$ cat src/rtl/pfq_pkg.sv
// Shared types and constants for the instruction prefetch queue.
package pfq_pkg;

   localparam int unsigned PFQ_DEPTH = 16;
   localparam int unsigned PFQ_PTR_W = $clog2(PFQ_DEPTH);

   // Byte lanes of the decoder window
   localparam int unsigned LANE_OP  = 0;
   localparam int unsigned LANE_OP1 = 1;
   localparam int unsigned LANE_OP2 = 2;

   typedef enum logic [1:0] {
      StIdle,
      StReq,
      StDrop
   } pfq_state_e;

   // Number of window bytes backed by the queue: min(count, 3)
   function automatic logic [1:0] pfq_win_cnt(input logic [4:0] count);
      return (count >= 5'd3) ? 2'd3 : count[1:0];
   endfunction

endpackage

$ cat src/rtl/pfq_ram.sv
// Byte storage for the prefetch queue: one synchronous write port and three
// asynchronous read ports feeding the opcode/op1/op2 window lanes.
module pfq_ram #(
   parameter int unsigned Depth = 16,
   parameter int unsigned PtrW  = 4
) (
   input  logic            clk,
   input  logic            we,
   input  logic [PtrW-1:0] waddr,
   input  logic [7:0]      wdata,
   input  logic [PtrW-1:0] raddr0,
   input  logic [PtrW-1:0] raddr1,
   input  logic [PtrW-1:0] raddr2,
   output logic [7:0]      rdata0,
   output logic [7:0]      rdata1,
   output logic [7:0]      rdata2
);

   logic [7:0] mem [Depth];

   // Write the fetched byte at the queue tail
   always_ff @(posedge clk) begin
      if (we) begin
         mem[waddr] <= wdata;
      end
   end

   // Window lanes read straight from the array
   always_comb begin
      rdata0 = mem[raddr0];
      rdata1 = mem[raddr1];
      rdata2 = mem[raddr2];
   end

endmodule

$ cat src/rtl/prefetch_queue.sv
// Instruction prefetch queue: fetches bytes over a single-outstanding byte
// memory port into a circular queue and presents a 3-byte window plus its PC.
// Optional feature: define PFQ_BYPASS_EN to forward an acked byte into an empty
// window in the same cycle it arrives.
module prefetch_queue
   import pfq_pkg::*;
#(
   parameter int unsigned DEPTH = PFQ_DEPTH,
   parameter int unsigned AW    = 16
) (
   input  logic          clk,
   input  logic          rst_n,
   output logic          mem_req,
   output logic [AW-1:0] mem_addr,
   input  logic          mem_ack,
   input  logic [7:0]    mem_rdata,
   input  logic          flush,
   input  logic [AW-1:0] flush_pc,
   output logic [23:0]   win_bytes,
   output logic [1:0]    win_cnt,
   output logic [AW-1:0] win_pc,
   input  logic          consume,
   input  logic [1:0]    consume_len,
   output logic [4:0]    q_count
);

   localparam int unsigned PtrW     = $clog2(DEPTH);
   localparam logic [4:0]  DepthCnt = 5'(DEPTH);

   pfq_state_e    state_q;
   logic          mem_req_q;
   logic [AW-1:0] mem_addr_q;
   logic [AW-1:0] fetch_pc_q, fetch_pc_nxt;

   logic [PtrW-1:0] wr_ptr_q, wr_ptr_d;
   logic [PtrW-1:0] rd_ptr_q, rd_ptr_d;
   logic [4:0]      count_q, count_d;
   logic [AW-1:0]   win_pc_q, win_pc_d;

   logic       ack_live;
   logic       push_ok;
   logic       bypass;
   logic       pop_ok;
   logic       take;
   logic       push;
   logic       pop;
   logic       space;
   logic [7:0] lane0, lane1, lane2;

   // Ack handling, consume validation and the optional same-cycle forward
   always_comb begin
      // Acks seen in StDrop belong to a request issued before the redirect
      ack_live = (state_q == StReq) && mem_ack;
      push_ok  = ack_live && !flush;
`ifdef PFQ_BYPASS_EN
      bypass   = push_ok && (count_q == 5'd0);
`else
      bypass   = 1'b0;
`endif
      win_cnt  = bypass ? 2'd1 : pfq_win_cnt(count_q);
      pop_ok   = consume && !flush && (consume_len != 2'd0) && (consume_len <= win_cnt);
      // A forwarded byte consumed in its arrival cycle never touches the queue
      take     = bypass && pop_ok;
      push     = push_ok && !take;
      pop      = pop_ok && !take;
      fetch_pc_nxt = flush ? flush_pc : (push_ok ? fetch_pc_q + AW'(1) : fetch_pc_q);
   end

   // Next-state for pointers, count and window PC; flush overrides everything
   always_comb begin
      wr_ptr_d = wr_ptr_q;
      rd_ptr_d = rd_ptr_q;
      count_d  = count_q;
      win_pc_d = win_pc_q;
      if (flush) begin
         wr_ptr_d = '0;
         rd_ptr_d = '0;
         count_d  = '0;
         win_pc_d = flush_pc;
      end else begin
         if (push) begin
            wr_ptr_d = wr_ptr_q + PtrW'(1);
         end
         if (pop) begin
            rd_ptr_d = rd_ptr_q + PtrW'(consume_len);
         end
         if (pop_ok) begin
            win_pc_d = win_pc_q + AW'(consume_len);
         end
         count_d = count_q + {4'd0, push} - (pop ? {3'd0, consume_len} : 5'd0);
      end
      space = (count_d < DepthCnt);
   end

   // Queue bookkeeping registers
   always_ff @(posedge clk or negedge rst_n) begin
      if (!rst_n) begin
         wr_ptr_q <= '0;
         rd_ptr_q <= '0;
         count_q  <= '0;
         win_pc_q <= '0;
      end else begin
         wr_ptr_q <= wr_ptr_d;
         rd_ptr_q <= rd_ptr_d;
         count_q  <= count_d;
         win_pc_q <= win_pc_d;
      end
   end

   // Fetch FSM with registered request, address and fetch PC
   always_ff @(posedge clk or negedge rst_n) begin
      if (!rst_n) begin
         state_q    <= StIdle;
         mem_req_q  <= 1'b0;
         mem_addr_q <= '0;
         fetch_pc_q <= '0;
      end else begin
         fetch_pc_q <= fetch_pc_nxt;
         unique case (state_q)
            StIdle: begin
               if (!flush && space) begin
                  state_q    <= StReq;
                  mem_req_q  <= 1'b1;
                  mem_addr_q <= fetch_pc_q;
               end
            end
            StReq: begin
               if (flush) begin
                  // The bus has no abort, so an unanswered request is waited out
                  if (mem_ack) begin
                     mem_addr_q <= flush_pc;
                  end else begin
                     state_q <= StDrop;
                  end
               end else if (mem_ack) begin
                  if (space) begin
                     mem_addr_q <= fetch_pc_nxt;
                  end else begin
                     state_q   <= StIdle;
                     mem_req_q <= 1'b0;
                  end
               end
            end
            StDrop: begin
               if (mem_ack) begin
                  state_q    <= StReq;
                  mem_addr_q <= fetch_pc_nxt;
               end
            end
            default: begin
               state_q   <= StIdle;
               mem_req_q <= 1'b0;
            end
         endcase
      end
   end

   pfq_ram #(
      .Depth (DEPTH),
      .PtrW  (PtrW)
   ) u_ram (
      .clk    (clk),
      .we     (push),
      .waddr  (wr_ptr_q),
      .wdata  (mem_rdata),
      .raddr0 (rd_ptr_q + PtrW'(LANE_OP)),
      .raddr1 (rd_ptr_q + PtrW'(LANE_OP1)),
      .raddr2 (rd_ptr_q + PtrW'(LANE_OP2)),
      .rdata0 (lane0),
      .rdata1 (lane1),
      .rdata2 (lane2)
   );

   // Window assembly; lanes beyond win_cnt read as zero
   always_comb begin
      win_bytes = '0;
      if (win_cnt > 2'(LANE_OP)) begin
         win_bytes[8*LANE_OP +: 8] = bypass ? mem_rdata : lane0;
      end
      if (win_cnt > 2'(LANE_OP1)) begin
         win_bytes[8*LANE_OP1 +: 8] = lane1;
      end
      if (win_cnt > 2'(LANE_OP2)) begin
         win_bytes[8*LANE_OP2 +: 8] = lane2;
      end
   end

   assign mem_req  = mem_req_q;
   assign mem_addr = mem_addr_q;
   assign win_pc   = win_pc_q;
   assign q_count  = count_q;

endmodule

$ cat config.mk
export PLATFORM = sky130hd
export DESIGN_NAME = prefetch_queue
export DESIGN_NICKNAME = d
export VERILOG_FILES = /design/src/rtl/pfq_pkg.sv /design/src/rtl/pfq_ram.sv /design/src/rtl/prefetch_queue.sv
export SDC_FILE = /design/constraint.sdc
export NUM_CORES = 1
export LEC_CHECK = 0
export CAP_MARGIN = 20
export CELL_PAD_IN_SITES_DETAIL_PLACEMENT = 0
export CELL_PAD_IN_SITES_GLOBAL_PLACEMENT = 1
export CORE_UTILIZATION = 41
export CTS_BUF_LIST = sky130_fd_sc_hd__clkbuf_2
export DETAILED_ROUTE_END_ITERATION = 10
export PLACE_DENSITY = 0.73
export SYNTH_ARGS = -nofsm -noshare
export SYNTH_HDL_FRONTEND = slang
export SYNTH_SLANG_ARGS = --single-unit
export TNS_END_PERCENT = 100
$ cat constraint.sdc
create_clock -name clk -period 4.7 [get_ports clk]
set_input_delay 0.47 -clock clk [delete_from_list [all_inputs] [get_ports clk]]
set_output_delay 0.47 -clock clk [all_outputs]
set_load 0.05 [all_outputs]
==> results of run 1 <==
## kinds of logic after synthesis
| family | share of synthesized area, % |
|---|---|
| DFF | 48.95 |
| buffers and inverters | 3.340 |
| xor gates and xnor gates | 1.653 |
| and+or+nand+nor | 9.301 |
| adders and majority gates | 3.352 |
| AOI/OAI and AO/OA | 7.592 |
| muxes | 25.81 |
## Yosys cell counts (6+ instances only)
master    number  area share [%]
ha_1          25             2.8
xnor2_1       13             1.0
buf_2         17            0.76
and3_1         9            0.51
nor2b_1       30             1.7
mux2i_1       15             1.3
nand3_1       13            0.58
mux2_4         7            0.94
o21a_1         6            0.40
inv_1         31             1.0
edfxtp_1     128              35
nor4_1         7            0.39
nor2_1        44             1.5
nand2_1       40             1.3
o21ai_0       18            0.81
dfrtp_1       64              14
a21oi_1       24             1.1
o211ai_1      10            0.67
a211oi_1      16             1.1
xor2_1         8            0.63
mux2_2         8            0.81
mux4_2       111              22
nor3_1        15            0.67
buf_1          8            0.27
nand4_1        6            0.34
clkbuf_1      13            0.44
## power by group
group	switching (uW)	internal, uW	leakage (uW)
clock	673	243	0.000164
combinational	2340	1730	0.00234
sequential	158	1970	0.00193
## layer usage
metal  track usage (%)  up-vias
li1                  -     3337
met1             28.96     3815
met2             33.78      312
met3             5.181       33
met4             7.085        0
met5                 0        -
## cell usage in the layout (no fill, tap or decap), types with 5 or more instances in the layout
cell type	Yosys	final
edfxtp_1	128	128
a211oi_1	16	16
xnor2_1	13	12
a21o_1	5	5
nand4_1	6	6
a31oi_1	5	5
o22ai_1	5	5
buf_4	4	36
mux2i_1	15	15
o211ai_1	10	10
mux2_4	7	7
nor3_1	15	15
a21oi_1	24	24
nor2_1	44	44
and3_1	9	9
mux4_2	111	111
o21ai_0	18	18
xor2_1	8	8
clkinv_8	0	5
mux2_2	8	8
nand3_1	13	13
nor4_1	7	7
o21a_1	6	6
dfrtp_1	64	60
inv_1	31	31
ha_1	25	24
clkbuf_2	0	17
o311ai_0	5	5
nor2b_1	30	30
nand2_1	40	40
clkdlybuf4s50_1	0	93
## stage by stage
stage	worst slack (ns)	power [uW]	cell area, um^2	std cells
finish	0.2539	7120	12880	1235
CTS	0.04240	7171	12860	1234
global route	0.05663	7485	12880	1235
global placement	0.5821	6229	12560	1201
floorplan	0.04150	5110	11130	780
detailed placement	0.5005	6246	12560	1201
## flip-flops by register name (all words and copies together) (netlist names)
signal      flops
state_q         2
mem_req         1
q_count         5
rd_ptr_q        4
win_pc         16
mem_addr       16
u_ram.mem     128
wr_ptr_q        4
fetch_pc_q     16
## area by class of cell
cell class,count,area (um^2)
clock inverters,15,206.4
well taps,335,419.2
repair buffers,133,1256
flip-flops and latches,192,5453
multi-input cells,509,5331
fillers,2265,13480
inverters,33,123.9
clock buffers,17,85.08
diodes,1,2.502
## worst min-delay path by stage
| stage | to | slack [ns] | depth (start not counted) |
|---|---|---|---|
| 5_1_grt | win_pc[11] | 0.21 | 3 |
| 6_report | win_pc[11] | 0.28 | 3 |
| 3_3_place_gp | mem_addr[3] | 0.50 | 1 |
| 2_1_floorplan | fetch_pc_q[0] | 0.17 | 0 |
| 3_5_place_dp | mem_addr[5] | 0.50 | 1 |
| 4_1_cts | win_pc[11] | 0.19 | 3 |
## what timing repair did
| item | 4_1_cts | 5_1_grt |
|---|---|---|
| gates resized for setup | 0 | 1 |
| setup buffers | 0 | 0 |
| setup endpoints to repair | 0 | 5 |
| hold endpoints to repair | 64 | 0 |
| hold buffers | 1 | 0 |
## worst max-delay path: cells and delay by family (launching register included)
kind                   cells  cell delay [ns]
flip-flops                 1             0.52
multiplexers               1             0.14
XOR/XNOR                   1             0.20
buffers and inverters      3             1.67
AO/OA/AOI/OAI              1             0.44
AND/OR/NAND/NOR            1             0.21
==> results_dict.tcl, run 1 <==
set metrics [dict create \
    status "completed" \
    synth_edf_count 128 \
    cts.sinks 192 \
    io_pins 95 \
    path_class "flip-flop to output pin" \
    syn_area_um2 11120 \
    netlist_instances 780 \
    reg2reg_depth 18 \
    critPathLaunchType "flip-flop" \
    vias_per_cell 6.070 \
    critPathArrivalTime_ns 3.98 \
    setup_tns_ns 0 \
    cp_max_fo 99 \
    start_util_pct 42.21 \
    tightest_slew_ns 1.036 \
    reg2reg_slack_ns 0.49 \
    port_buffers 94 \
    wirelength_um 28930 \
    crit_chain "buf_12, nand2_1, xnor2_2, buf_4, mux2i_1, a211oi_1, clkdlybuf4s50_1" \
    hpwlAfterDp_um 20140 \
    utilization_pct 48.86 \
    die_w_um 166.7 \
    drv_slew 0 \
    drive_above_1_share_pct 23.92 \
    drtPass1Iterations 6 \
    vdd_drop_max_mv 0.3780 \
    syn2layout_area_growth_pct 15.76 \
    top_layer_used "met4" \
    period_minus_slack_ns 4.446 \
    cts-root-buf "clkbuf_2" \
    route.met3.wl_um 2399 \
    grt_pass1_vias 7315 \
    drt_iter0_drc 879 \
    hold_path.class "input port to flip-flop" \
    r2r_end "mem_addr[4]" \
    ys.flop_type "edfxtp_1" \
    worstHoldStart "flush_pc[11]" \
    antenna_found_initial 1 \
    wl_met1_um 12030 \
    cts_max_path_buffers 2 \
    nets 945 \
    grt_use_total_pct 21.35 \
    htreeDepth 4 \
    dr_wl_met2_um 13980 \
    relSlewSlack_pct 30.68 \
    seq_area_frac_synth_pct 48.95 \
    globalplace.congestion 0.7973 \
    holdWs_ns 0.2831 \
    clock_skew_ns 0.05664 \
    grt_setup_unrepaired "no" \
    grt_remaining_overflow 0 \
    avgSynthCellArea_um2 14.26 \
    grt_pass1_wl_um 44100 \
    fin_crit_sh_pct 94.60 \
    die_y_um 166.7 \
    ys_types 69 \
    fp-row-count 59 \
    path_clk_slew_ns 0.31 \
    cp-startpoint "rd_ptr_q[0]" \
    slowest_delay_ns 0.90 \
    drc 0 \
    postSynthNetCount 839 \
    grt_max_degree 100 \
    cap_violations 0 \
    slowest_stage "clkdlybuf4s50_1" \
    vias 7497 \
    ys_warn_count 0 \
    powerDensity_nw_per_um2 552.9 \
    cts_tree "done" \
    power_leakage_uw 0.004426 \
    wire_per_inst_um 23.42 \
    end_kind "output pin" \
    required_ns 4.23 \
    fmax_ghz 0.2249 \
    r2r-start "q_count[3]" \
    insertion_delay_ns 0.80 \
    synthArstFlopShare_pct 33.33 \
    route.antenna.remaining_nets 0 \
    core_um2 26350 \
    crit_end "win_bytes[14]" \
    ys_ff_latch 192 \
    numCtsBuffers 17 \
    hold_violations 0 \
    die_area_um2 27800 \
    finalSetupViolations 0 \
]
(Power assumes the default switching activity.)
==> run 2: changes to the inputs <==
--- a/config.mk
+++ b/config.mk
@@ -11,8 +11,9 @@
 export CORE_UTILIZATION = 41
 export CTS_BUF_LIST = sky130_fd_sc_hd__clkbuf_2
 export DETAILED_ROUTE_END_ITERATION = 10
-export PLACE_DENSITY = 0.73
+export PLACE_DENSITY = 0.74
 export SYNTH_ARGS = -nofsm -noshare
 export SYNTH_HDL_FRONTEND = slang
+export SYNTH_HIERARCHICAL = 1
 export SYNTH_SLANG_ARGS = --single-unit
 export TNS_END_PERCENT = 100
==> run 2 against run 1 <==
Against the previous run:
- core utilization shrank 0.92 points
- critical path depth grew 1
- total power shrank 4.3%
- final cell count grew 3.5%
- largest cell class unchanged
- sequential cell count is the same
- via count grew 2.7%
- clock skew shrank 0.0011 ns
- highest routed layer unchanged
- hold slack lost 0.13 ns
- synthesized area grew 1.1%
==> results_dict.tcl, run 2 <==
set metrics [dict create \
    syn_area_um2 11250 \
    end_kind "output pin" \
    powerDensity_nw_per_um2 527.2 \
    critPathLaunchType "flip-flop" \
    numCtsBuffers 17 \
    top_layer_used "met4" \
    drc 0 \
    utilization_pct 47.94 \
    synth_top_area_share_pct 34.17 \
    vias 7700 \
    drive_above_1_share_pct 17.75 \
    fin_crit_sh_pct 95.25 \
    critPathArrivalTime_ns 4.01 \
    hold_violations 0 \
    htreeDepth 4 \
    route.met3.wl_um 1774 \
    ys.flop_type "edfxtp_1" \
    status "completed" \
    syn2layout_area_growth_pct 14.87 \
    ys_ff_latch 192 \
    wire_per_inst_um 23.01 \
    dpl_worst_slack_ns 0.1322 \
    drtPass1Iterations 7 \
    cts.sinks 192 \
    core_um2 26950 \
    path_class "flip-flop to output pin" \
    ys_types 66 \
    synth_compound_area_share_pct 8.053 \
    wirelength_um 29410 \
    cap_violations 0 \
    grt_use_total_pct 21.47 \
    ys_warn_count 6 \
    required_ns 4.23 \
    final_common_cell "edfxtp_1" \
    muxShareOfSynthArea_pct 23.18 \
    cp_max_fo 16 \
    grt_pass1_vias 7555 \
    setup_tns_ns 0 \
    vdd_drop_max_mv 0.5995 \
    tightest_slew_ns 1.114 \
    cp-startpoint "rd_ptr_q[1]" \
    netlist_instances 822 \
    seq_area_frac_synth_pct 48.41 \
    r2r-start "q_count[3]" \
    hpwlAfterDp_um 20880 \
    synth_edf_count 128 \
    dr_wl_met2_um 14260 \
    synthAdderAreaFrac_pct 2.981 \
    drv_slew 0 \
    start_util_pct 41.74 \
    layout_common_cells "128 x edfxtp_1, 92 x clkdlybuf4s50_1, 61 x dfrtp_1" \
    hold_path.class "input port to async pin" \
    period_minus_slack_ns 4.477 \
    yosysTopAreaCell "edfxtp_1" \
    finalSetupViolations 0 \
    avgSynthCellArea_um2 13.68 \
    die_area_um2 28100 \
    yosys.area_share.simple_pct 11.27 \
    cts_max_path_buffers 2 \
    route.antenna.remaining_nets 0 \
    io_pins 95 \
    reg2reg_slack_ns 0.35 \
    setup_slack_ns 0.2233 \
    postSynthNetCount 878 \
    relSlewSlack_pct 25.44 \
    reg2reg_depth 20 \
    wl_met1_um 12530 \
    antenna_found_initial 1 \
    largest_reg_flops 128 \
    r2r_end "mem_addr[1]" \
    synth_top_family_by_area "multiplexers" \
    synthTopCellsByCount "128 x edfxtp_1, 64 x dfrtp_1, 54 x nand2_1, 52 x mux4_2, 52 x nor2_1" \
    cts-root-buf "clkbuf_2" \
    fmax_ghz 0.2234 \
    drt_iter0_drc 645 \
    holdWs_ns 0.1524 \
    die_y_um 167.6 \
    die_w_um 167.6 \
    grt_pass1_wl_um 44840 \
    yosysMostFrequentCell "edfxtp_1" \
    nets 978 \
    largest_register "u_ram/mem" \
    grt_max_degree 49 \
    clock_skew_ns 0.05553 \
    cts_tree "done" \
    synthArstFlopShare_pct 33.33 \
    path_clk_slew_ns 0.35 \
    power_leakage_uw 0.004642 \
    synth_xor_area_share_pct 2.258 \
    vias_per_cell 6.025 \
    port_buffers 94 \
    ys_top_cells_by_area "edfxtp_1 34%, dfrtp_1 14%, mux4_2 10%, mux4_1 9.8%, a22oi_1 3.4%" \
    insertion_delay_ns 0.82 \
    grt_remaining_overflow 0 \
    fp-row-count 60 \
    globalplace.congestion 0.7863 \
]
==> run 2: cell count changes after synthesis, sizes merged, moves of 7 or more <==
cell | before | now
a22oi | 0 | 51
and2 | 3 | 21
mux4 | 112 | 96
a211oi | 16 | 1
nand2 | 40 | 54
nor2b | 32 | 18
nand3 | 13 | 25
nor2 | 44 | 52
o211ai | 10 | 2
o21ai | 20 | 12
mux2i | 15 | 8
==> run 2: stage by stage <==
step | instances | power (uW) | area (um^2)
global route | 1278 | 7176 | 12920
floorplan | 822 | 4849 | 11280
CTS | 1272 | 6774 | 12860
global placement | 1235 | 5874 | 12520
finish | 1278 | 6811 | 12920
detailed placement | 1238 | 5890 | 12560
==> run 2: layer usage <==
metal,GRT usage [%],vias up
li1,-,3477
met4,8.057,0
met1,28.57,3881
met5,0,-
met3,3.522,45
met2,35.36,297
==> run 2: layout make-up <==
class	instances	area (um^2)
clock buffer	17	85.08
clock inverter	15	197.7
inverter	29	112.6
timing repair buffer	132	1232
multi-input combinational	550	5410
antenna	2	5.005
fill	2351	14030
tap	341	426.7
sequential	192	5451
==> run 2: kinds of logic (layout without fill, tap and decap cells) <==
group | Yosys count | after routing
compound gates | 131 | 131
xor+xnor | 29 | 29
fa+ha+maj | 25 | 25
buf+inv | 80 | 193
flops | 192 | 192
mux | 122 | 122
other cells | 0 | 2
simple gates | 243 | 243
==> run 2: critical path, cell delays in order, from the launching register on <==
cell	delay [ns]
dfrtp_1	0.56
buf_4	0.27
inv_1	0.44
buf_4	0.34
mux4_4	0.46
a22oi_1	0.21
nand2_1	0.10
and2_1	0.14
clkdlybuf4s50_1	0.69
==> run 2: repair_timing <==
item,CTS,global route
resized for setup,1,6
pin swaps,0,1
hold endpoints to repair,32,0
buffers inserted,0,4
hold buffers,2,0
setup endpoints to repair,8,31
==> run 2: power breakdown <==
group,leakage [uW],internal (uW),switching [uW]
combinational,0.00256,1550,2260
clock,0.000158,198,680
sequential,0.00192,1970,157
==> run 2: how the worst max path moves through the flow <==
| stage | end | slack (ns) | depth (start not counted) |
|---|---|---|---|
| floorplan | mem_addr[1] | 0.03 | 23 |
| global placement | mem_addr[13] | 0.23 | 17 |
| detailed placement | mem_addr[0] | 0.13 | 20 |
| CTS | win_bytes[17] | 0.03 | 8 |
| global route | mem_addr[1] | -0.002 | 20 |
| finish | win_bytes[16] | 0.22 | 8 |
